## src/rtl/control_sequencer.sv

```systemverilog
// control_sequencer: T-state controller for a small accumulator machine.
// It steps IDLE -> T1..T6 per instruction (HALT after a halt opcode) and
// decodes the 12-bit control word from the current state and ir_op.
// Build option: define SEQ_JMP_EN to enable the jump opcode (T4 = ei + pc_load).
// Without it, the jump opcode runs as a NOP and pc_load stays 0.
module control_sequencer #(
   parameter logic [3:0] OP_LDA = 4'b0000,
   parameter logic [3:0] OP_ADD = 4'b0001,
   parameter logic [3:0] OP_SUB = 4'b0010,
   parameter logic [3:0] OP_JMP = 4'b0011,
   parameter logic [3:0] OP_OUT = 4'b1110,
   parameter logic [3:0] OP_HLT = 4'b1111
) (
   input  logic        CLK,
   input  logic        RESET,
   input  logic        run,
   input  logic [3:0]  ir_op,
   output logic [11:0] ctrl_word,
   output logic        pc_load,
   output logic        hlt,
   output logic [2:0]  tstate,
   output logic        busy
);

   // Bit positions inside ctrl_word = {cp,ep,lm,ce,li,ei,la,ea,su,eu,lb,lo}
   localparam int CP = 11;
   localparam int EP = 10;
   localparam int LM = 9;
   localparam int CE = 8;
   localparam int LI = 7;
   localparam int EI = 6;
   localparam int LA = 5;
   localparam int EA = 4;
   localparam int SU = 3;
   localparam int EU = 2;
   localparam int LB = 1;
   localparam int LO = 0;

   // Encoding doubles as the externally visible T-state number
   typedef enum logic [2:0] {
      S_IDLE = 3'd0,
      S_T1   = 3'd1,
      S_T2   = 3'd2,
      S_T3   = 3'd3,
      S_T4   = 3'd4,
      S_T5   = 3'd5,
      S_T6   = 3'd6,
      S_HALT = 3'd7
   } state_t;

   state_t state_reg;

   // State register: reset wins over everything; run only matters in IDLE and T6
   always_ff @(posedge CLK) begin
      if (RESET) begin
         state_reg <= S_IDLE;
      end else begin
         case (state_reg)
            S_IDLE:  state_reg <= run ? S_T1 : S_IDLE;
            S_T1:    state_reg <= S_T2;
            S_T2:    state_reg <= S_T3;
            S_T3:    state_reg <= S_T4;
            S_T4:    state_reg <= (ir_op == OP_HLT) ? S_HALT : S_T5;
            S_T5:    state_reg <= S_T6;
            S_T6:    state_reg <= run ? S_T1 : S_IDLE;
            S_HALT:  state_reg <= S_HALT;
            default: state_reg <= S_IDLE;
         endcase
      end
   end

   // Control-word decode: fetch in T1-T3, opcode-dependent execute in T4-T6.
   // Anything not matched (undefined opcodes, HLT, IDLE, HALT) leaves all bits 0.
   always_comb begin
      ctrl_word = 12'h000;
      pc_load   = 1'b0;
      case (state_reg)
         S_T1: begin
            ctrl_word[EP] = 1'b1;
            ctrl_word[LM] = 1'b1;
         end
         S_T2: begin
            ctrl_word[CP] = 1'b1;
         end
         S_T3: begin
            ctrl_word[CE] = 1'b1;
            ctrl_word[LI] = 1'b1;
         end
         S_T4: begin
            if (ir_op == OP_LDA || ir_op == OP_ADD || ir_op == OP_SUB) begin
               ctrl_word[EI] = 1'b1;
               ctrl_word[LM] = 1'b1;
            end else if (ir_op == OP_OUT) begin
               ctrl_word[EA] = 1'b1;
               ctrl_word[LO] = 1'b1;
`ifdef SEQ_JMP_EN
            end else if (ir_op == OP_JMP) begin
               ctrl_word[EI] = 1'b1;
               pc_load       = 1'b1;
`else
            end else if (ir_op == OP_JMP) begin
               ctrl_word = 12'h000;
`endif
            end
         end
         S_T5: begin
            if (ir_op == OP_LDA) begin
               ctrl_word[CE] = 1'b1;
               ctrl_word[LA] = 1'b1;
            end else if (ir_op == OP_ADD || ir_op == OP_SUB) begin
               ctrl_word[CE] = 1'b1;
               ctrl_word[LB] = 1'b1;
            end
         end
         S_T6: begin
            if (ir_op == OP_ADD || ir_op == OP_SUB) begin
               ctrl_word[EU] = 1'b1;
               ctrl_word[LA] = 1'b1;
               ctrl_word[SU] = (ir_op == OP_SUB);
            end
         end
         default: begin
            ctrl_word = 12'h000;
         end
      endcase
   end

   // Status outputs follow the registered state directly
   always_comb begin
      tstate = state_reg;
      hlt    = (state_reg == S_HALT);
      busy   = (state_reg != S_IDLE) && (state_reg != S_HALT);
   end

endmodule

```

## config.mk

```make
export PLATFORM = sky130hd
export DESIGN_NAME = control_sequencer
export DESIGN_NICKNAME = d
export VERILOG_FILES = /design/src/rtl/control_sequencer.sv
export SDC_FILE = /design/constraint.sdc
export NUM_CORES = 1
export LEC_CHECK = 0
export ABC_AREA = 1
export CAP_MARGIN = 15
export CORE_AREA = 8 8 45 47
export CTS_CLUSTER_SIZE = 20
export DETAILED_ROUTE_END_ITERATION = 10
export DIE_AREA = 0 0 53 55
export PLACE_DENSITY = 0.71
export SYNTH_ARGS = -nofsm -noshare
export SYNTH_HDL_FRONTEND = slang
export SYNTH_SLANG_ARGS = --single-unit
```

## constraint.sdc

```tcl
create_clock -name CLK -period 1.45 [get_ports CLK]
set_input_delay 0.2175 -clock CLK [delete_from_list [all_inputs] [get_ports CLK]]
set_output_delay 0.2175 -clock CLK [all_outputs]
set_load 0.02 [all_outputs]
```

==> results of run 1 <==
where the power goes:
group | leakage (nW) | switching [mW] | internal [mW] | total, mW
Sequential | 0.0264 | 0.0324 | 0.113 | 0.145
Clock | 0.0150 | 0.0419 | 0.103 | 0.145
Combinational | 0.338 | 0.270 | 0.201 | 0.471
Total | 0.380 | 0.345 | 0.417 | 0.761
final cells by class:
class	count	area, um2	share of cell area (%)
Timing Repair Buffer	36	277.8	42.69
Multi-Input combinational cell	47	216.5	33.27
Sequential cell	3	68.82	10.58
Inverter	11	41.29	6.346
Clock buffer	4	26.28	4.038
Tap cell	16	20.02	3.077
cells in the mapped netlist:
| cell | n |
|---|---|
| nand2_2 | 1 |
| nor3_1 | 2 |
| inv_2 | 2 |
| a21oi_1 | 2 |
| nand2_1 | 22 |
| nand3_1 | 2 |
| inv_1 | 9 |
| o21bai_1 | 1 |
| buf_4 | 2 |
| o21ai_0 | 3 |
| conb_1 | 1 |
| nor2_2 | 1 |
| nor2_1 | 12 |
| dfxtp_1 | 3 |
per-stage QoR:
step	utilization, %	std cells	hold slack (ns)
after global routing	47.02	117	0.5816
after detailed placement	46.84	113	0.6188
after CTS	46.93	118	0.5663
after floorplan	-	63	0.2866
final	47.02	117	0.5661
after global placement	46.84	113	0.6118
routing by layer:
| layer | routed length (um) | track usage, % |
|---|---|---|
| met5 | 0 | 0 |
| met2 | 637 | 16.02 |
| met4 | 0 | 5.603 |
| met1 | 411 | 6.677 |
| met3 | 101 | 3.476 |
path summary, 6_finish.rpt:
check                 end  slack (ns)      start  cells past startpoint
max          ctrl_word[9]        0.04  tstate[0]                      5
max reg2reg     tstate[0]        0.41  tstate[0]                      7
min             tstate[1]        0.57  tstate[0]                      3
min reg2reg     tstate[1]        0.57  tstate[0]                      3
cells by family after synthesis:
kind of cell           count (synthesis)
buffers and inverters                 13
and+or+nand+nor                       40
DFF                                    3
other                                  1
AOI/OAI and AO/OA                      6
timing repair:
| action | in CTS | in global routing |
|---|---|---|
| pin swaps | 2 | 3 |
| gates cloned | 0 | 0 |
| gates resized for setup | 64 | 20 |
| buffers inserted | 1 | 0 |
| endpoints found under the setup margin | 17 | 13 |
critical path: stages (launching register included):
cell and delay [ns]:
dfxtp_4 0.36, buf_4 0.14, inv_2 0.07, nand2_1 0.09, o21ai_1 0.15, buf_4 0.16
cell usage in the layout (no fill, tap or decap), types with 2 or more instances in the layout:
cell	netlist	final
nand2_1	22	22
buf_4	2	17
inv_1	9	8
nor2_1	12	8
dlygate4sd2_1	0	7
buf_2	0	6
nor2_2	1	5
inv_2	2	3
o21ai_1	0	3
clkbuf_4	0	3
buf_6	0	3
nand3_1	2	2
nor3_2	0	2
a21oi_1	2	2
clkdlybuf4s50_1	0	2
dfxtp_4	0	2
==> flow_metrics.py, run 1 <==
metrics = {
    "status": {
        "status": "finished, final reports clean",
    },
    "synthesis": {
        "yosys.area.top_type": "nand2_1",
        "synthSimpleGateAreaFrac_pct": 51.20,
        "synth_top_family_by_area": "simple AND/OR/NAND/NOR gates",
        "yosys.area_share.xor_xnor_pct": 0,
        "synthDistinctLibCells": 14,
        "synth_nets": 70,
        "synth_compound_area_share_pct": 10.40,
        "syn_avg_cell_area_um2": 4.965,
        "synth_top_area_share_pct": 26.40,
        "synthCells": 63,
        "synth_fa_ha_area_share_pct": 0,
        "ys_seq_elements": 3,
        "synthTopCellsByArea": "nand2_1 26%, dfxtp_1 19%, nor2_1 14%",
        "synth_area_um2": 312.8,
        "yosys_warnings": 0,
        "seq_area_frac_synth_pct": 19.20,
        "synthMuxAreaShare_pct": 0,
    },
    "route": {
        "first_pass_iters": 4,
        "vias_per_cell": 4.291,
        "via_count": 502,
        "drc": 0,
        "wl_per_cell_um": 9.829,
        "antenna_left": 0,
        "drt_iter0_drc": 8,
        "wl_um": 1150,
    },
    "setup_path": {
        "crit_arrival_ns": 1.19,
        "critPathLaunchType": "flop",
        "critPathMaxFanout": 6,
        "crit_path_end_kind": "output port",
        "criticalPathCategory": "reg2out",
        "required_ns": 1.23,
    },
    "clock_network": {
        "cts_num_sinks": 3,
        "numCtsBuffers": 3,
        "clk_pin_slew_ns": 0.04,
        "clk_path_buf_depth": 2,
        "htree_levels": 1,
        "postCtsHoldBufs": 0,
        "cts_root_buffer": "clkbuf_4",
        "clock_latency_ns": 0.23,
        "cts_tree": "yes",
    },
    "cells_and_area": {
        "nets": 109,
        "drive_above_1_share_pct": 43.56,
        "postLayoutCellArea_um2": 650.6,
        "nFillCells": 153,
        "area_growth_pct": 108.0,
        "antennaDiodeCount": 0,
    },
    "sta": {
        "finalCritPeriodShare_pct": 97.22,
        "fin_crit_ns": 1.410,
        "setup_tns_ns": 0,
        "fmax_mhz": 709.3,
        "finalClockSkew_ns": 0.0001451,
        "setup_slack_ns": 0.04024,
        "slew_viol_final": 0,
        "hold_viol": 0,
        "rsz0062_at_grt": "yes",
        "finalSetupViolCount": 0,
    },
    "die": {
        "pin_count": 25,
        "chipWidth_um": 53,
        "core_area_mm2": 0.001384,
        "die_area_mm2": 0.002915,
        "initial_utilization_pct": 22.60,
        "rows": 14,
        "die_y_um": 55,
    },
    "global_route": {
        "overflow": 0,
        "grt_pass1_wl_um": 1828,
        "antenna_found_initial": 0,
        "grt_pass1_vias": 500,
        "grt_max_degree": 7,
        "grt_util_all_layers_pct": 8.301,
    },
    "place": {
        "dp_hpwl_um": 933.9,
        "place_ws_ns": -0.5932,
        "gp_congestion": 0.7776,
        "place_area_um2": 648.1,
        "port_buffers": 23,
    },
    "power": {
        "total_power_uw": 761.4,
        "cellLeakagePower_nw": 0.3799,
        "p_per_area_mw_per_mm2": 1170,
        "ir_drop_uv": 630.5,
    },
    "worst_hold_path": {
        "hp-class": "reg2reg",
    },
    "run": {
        "drv_cap": 0,
    },
}
(Power assumes the default switching activity.)
==> inputs of run 2 (changes only) <==
--- a/config.mk
+++ b/config.mk
@@ -12,6 +12,8 @@
 export DETAILED_ROUTE_END_ITERATION = 10
 export DIE_AREA = 0 0 53 55
 export PLACE_DENSITY = 0.71
+export REMOVE_ABC_BUFFERS = 1
 export SYNTH_ARGS = -nofsm -noshare
 export SYNTH_HDL_FRONTEND = slang
 export SYNTH_SLANG_ARGS = --single-unit
+export TNS_END_PERCENT = 10
==> run 2 against run 1 <==
Net effect:
- critical path depth up 1
- clock skew up 0.00074 ns
- register-to-register slack worse by 0.03 ns
- critical endpoint is now busy
- first-iteration DRC count down 63%
- via count down 4.0%
- clock-buffer cell count did not move
- clock power barely moved
==> flow_metrics.py, run 2 (synthesis results as in run 1) <==
metrics = {
    "status": {
        "status": "finished, final reports clean",
    },
    "cells_and_area": {
        "antennaDiodeCount": 0,
        "nFillCells": 157,
        "postLayoutCellArea_um2": 666.9,
        "layout_common_cells": "20 x nand2_1, 20 x buf_4, 9 x inv_1",
        "drive_above_1_share_pct": 45.54,
        "area_growth_pct": 113.2,
        "nets": 109,
    },
    "global_route": {
        "grtUsageMet1_pct": 8.030,
        "overflow": 0,
        "grt_pass1_wl_um": 1752,
        "use_met2_pct": 14.45,
        "grt_busiest_layer": "met2",
        "grt_max_degree": 8,
        "grt_pass1_vias": 460,
        "grt_use_met3_pct": 1.872,
        "antenna_found_initial": 0,
        "grt_util_all_layers_pct": 7.806,
    },
    "sta": {
        "fmax_mhz": 707.8,
        "finalCritPeriodShare_pct": 97.44,
        "finalSetupViolCount": 0,
        "slew_viol_final": 0,
        "rsz0062_at_grt": "yes",
        "holdWs_ns": 0.5419,
        "setup_tns_ns": 0,
        "fin_crit_ns": 1.413,
        "hold_viol": 0,
        "finalClockSkew_ns": 0.0008847,
    },
    "route": {
        "drc": 0,
        "first_pass_iters": 4,
        "vias_per_cell": 4.120,
        "via_count": 482,
        "antenna_left": 0,
        "wl_um": 1136,
        "drt_iter0_drc": 3,
        "wl_per_cell_um": 9.709,
    },
    "clock_network": {
        "htree_levels": 1,
        "clk_path_buf_depth": 2,
        "cts_tree": "yes",
        "post_cts_buffers": 0,
        "clock_latency_ns": 0.23,
        "numCtsBuffers": 3,
        "cts_root_buffer": "clkbuf_4",
        "cts_num_sinks": 3,
        "postCtsHoldBufs": 0,
        "clk_pin_slew_ns": 0.04,
    },
    "die": {
        "rows": 14,
        "chipWidth_um": 53,
        "die_area_mm2": 0.002915,
        "pin_count": 25,
        "initial_utilization_pct": 22.60,
        "die_y_um": 55,
        "core_area_mm2": 0.001384,
    },
    "worst_hold_path": {
        "whs_path_depth": 6,
        "whs_endpoint": "tstate[1]",
        "hp-class": "in2reg",
        "hp-start": "ir_op[2]",
    },
    "setup_path": {
        "criticalPathCategory": "reg2out",
        "critPathLaunchType": "flop",
        "ff2ff_path_depth": 8,
        "required_ns": 1.23,
        "crit_path_end_kind": "output port",
        "worstReg2RegEnd": "tstate[0]",
        "critPathMaxFanout": 5,
        "crit_arrival_ns": 1.20,
        "r2r_setup_slack_ns": 0.38,
    },
    "power": {
        "p_per_area_mw_per_mm2": 1164,
        "total_power_uw": 776.5,
        "cellLeakagePower_nw": 0.3922,
        "ir_drop_uv": 635.0,
    },
    "place": {
        "place_area_um2": 645.6,
        "gp_congestion": 0.7901,
        "dp_hpwl_um": 920.7,
        "port_buffers": 23,
    },
    "run": {
        "drv_cap": 0,
    },
}
-- run 2: worst max path at each step --
| stage | start | cells past startpoint | slack, ns | to |
|---|---|---|---|---|
| finish | flop | 6 | 0.04 | busy |
| CTS | flop | 7 | -0.06 | ctrl_word[10] |
| detailed placement | ir_op[1] | 8 | -0.61 | ctrl_word[5] |
| floorplan | flop | 4 | -0.04 | ctrl_word[0] |
| global route | tstate[1] | 6 | -0.03 | ctrl_word[4] |
| global placement | ir_op[1] | 8 | -0.59 | ctrl_word[5] |
-- run 2: worst max-delay path, stage by stage (launching register included) --
cell	delay, ns
dfxtp_4	0.35
inv_4	0.05
buf_4	0.13
nand2_1	0.06
nand2_2	0.07
o21bai_1	0.15
buf_2	0.15
-- run 2: per-layer routing --
metal  vias to the layer above  wire (um)
li1                        265          -
met1                       204        471
met2                        13        601
met3                         0         63
met4                         0          0
met5                         -          0
-- run 2: final cells by class --
class | instances | area, um2 | share of cell area [%]
Tap cell | 16 | 20.02 | 3.002
Clock buffer | 4 | 26.28 | 3.940
Multi-Input combinational cell | 47 | 225.2 | 33.77
Sequential cell | 3 | 68.82 | 10.32
Inverter | 11 | 43.79 | 6.567
Timing Repair Buffer | 36 | 282.8 | 42.40
-- run 2: per-stage QoR --
step | worst slack, ns | utilization, % | std cells
6_report | 0.03714 | 48.19 | 117
5_1_grt | -0.03316 | 48.19 | 117
2_1_floorplan | -0.03981 | - | 61
3_3_place_gp | -0.5878 | 46.65 | 113
3_5_place_dp | -0.6111 | 46.65 | 113
4_1_cts | -0.06012 | 46.29 | 117
-- run 2: what timing repair did --
item,4_1_cts,5_1_grt
gates cloned,0,0
endpoints found under the setup margin,17,14
endpoints found under the hold margin,0,0
pin swaps,1,2
gates resized for setup,69,19
-- run 2: where the power goes --
part	total [mW]	switching [mW]	leakage, nW	internal, mW
Clock	0.143	0.0399	0.0150	0.103
Sequential	0.147	0.0365	0.0264	0.111
Combinational	0.486	0.275	0.351	0.212
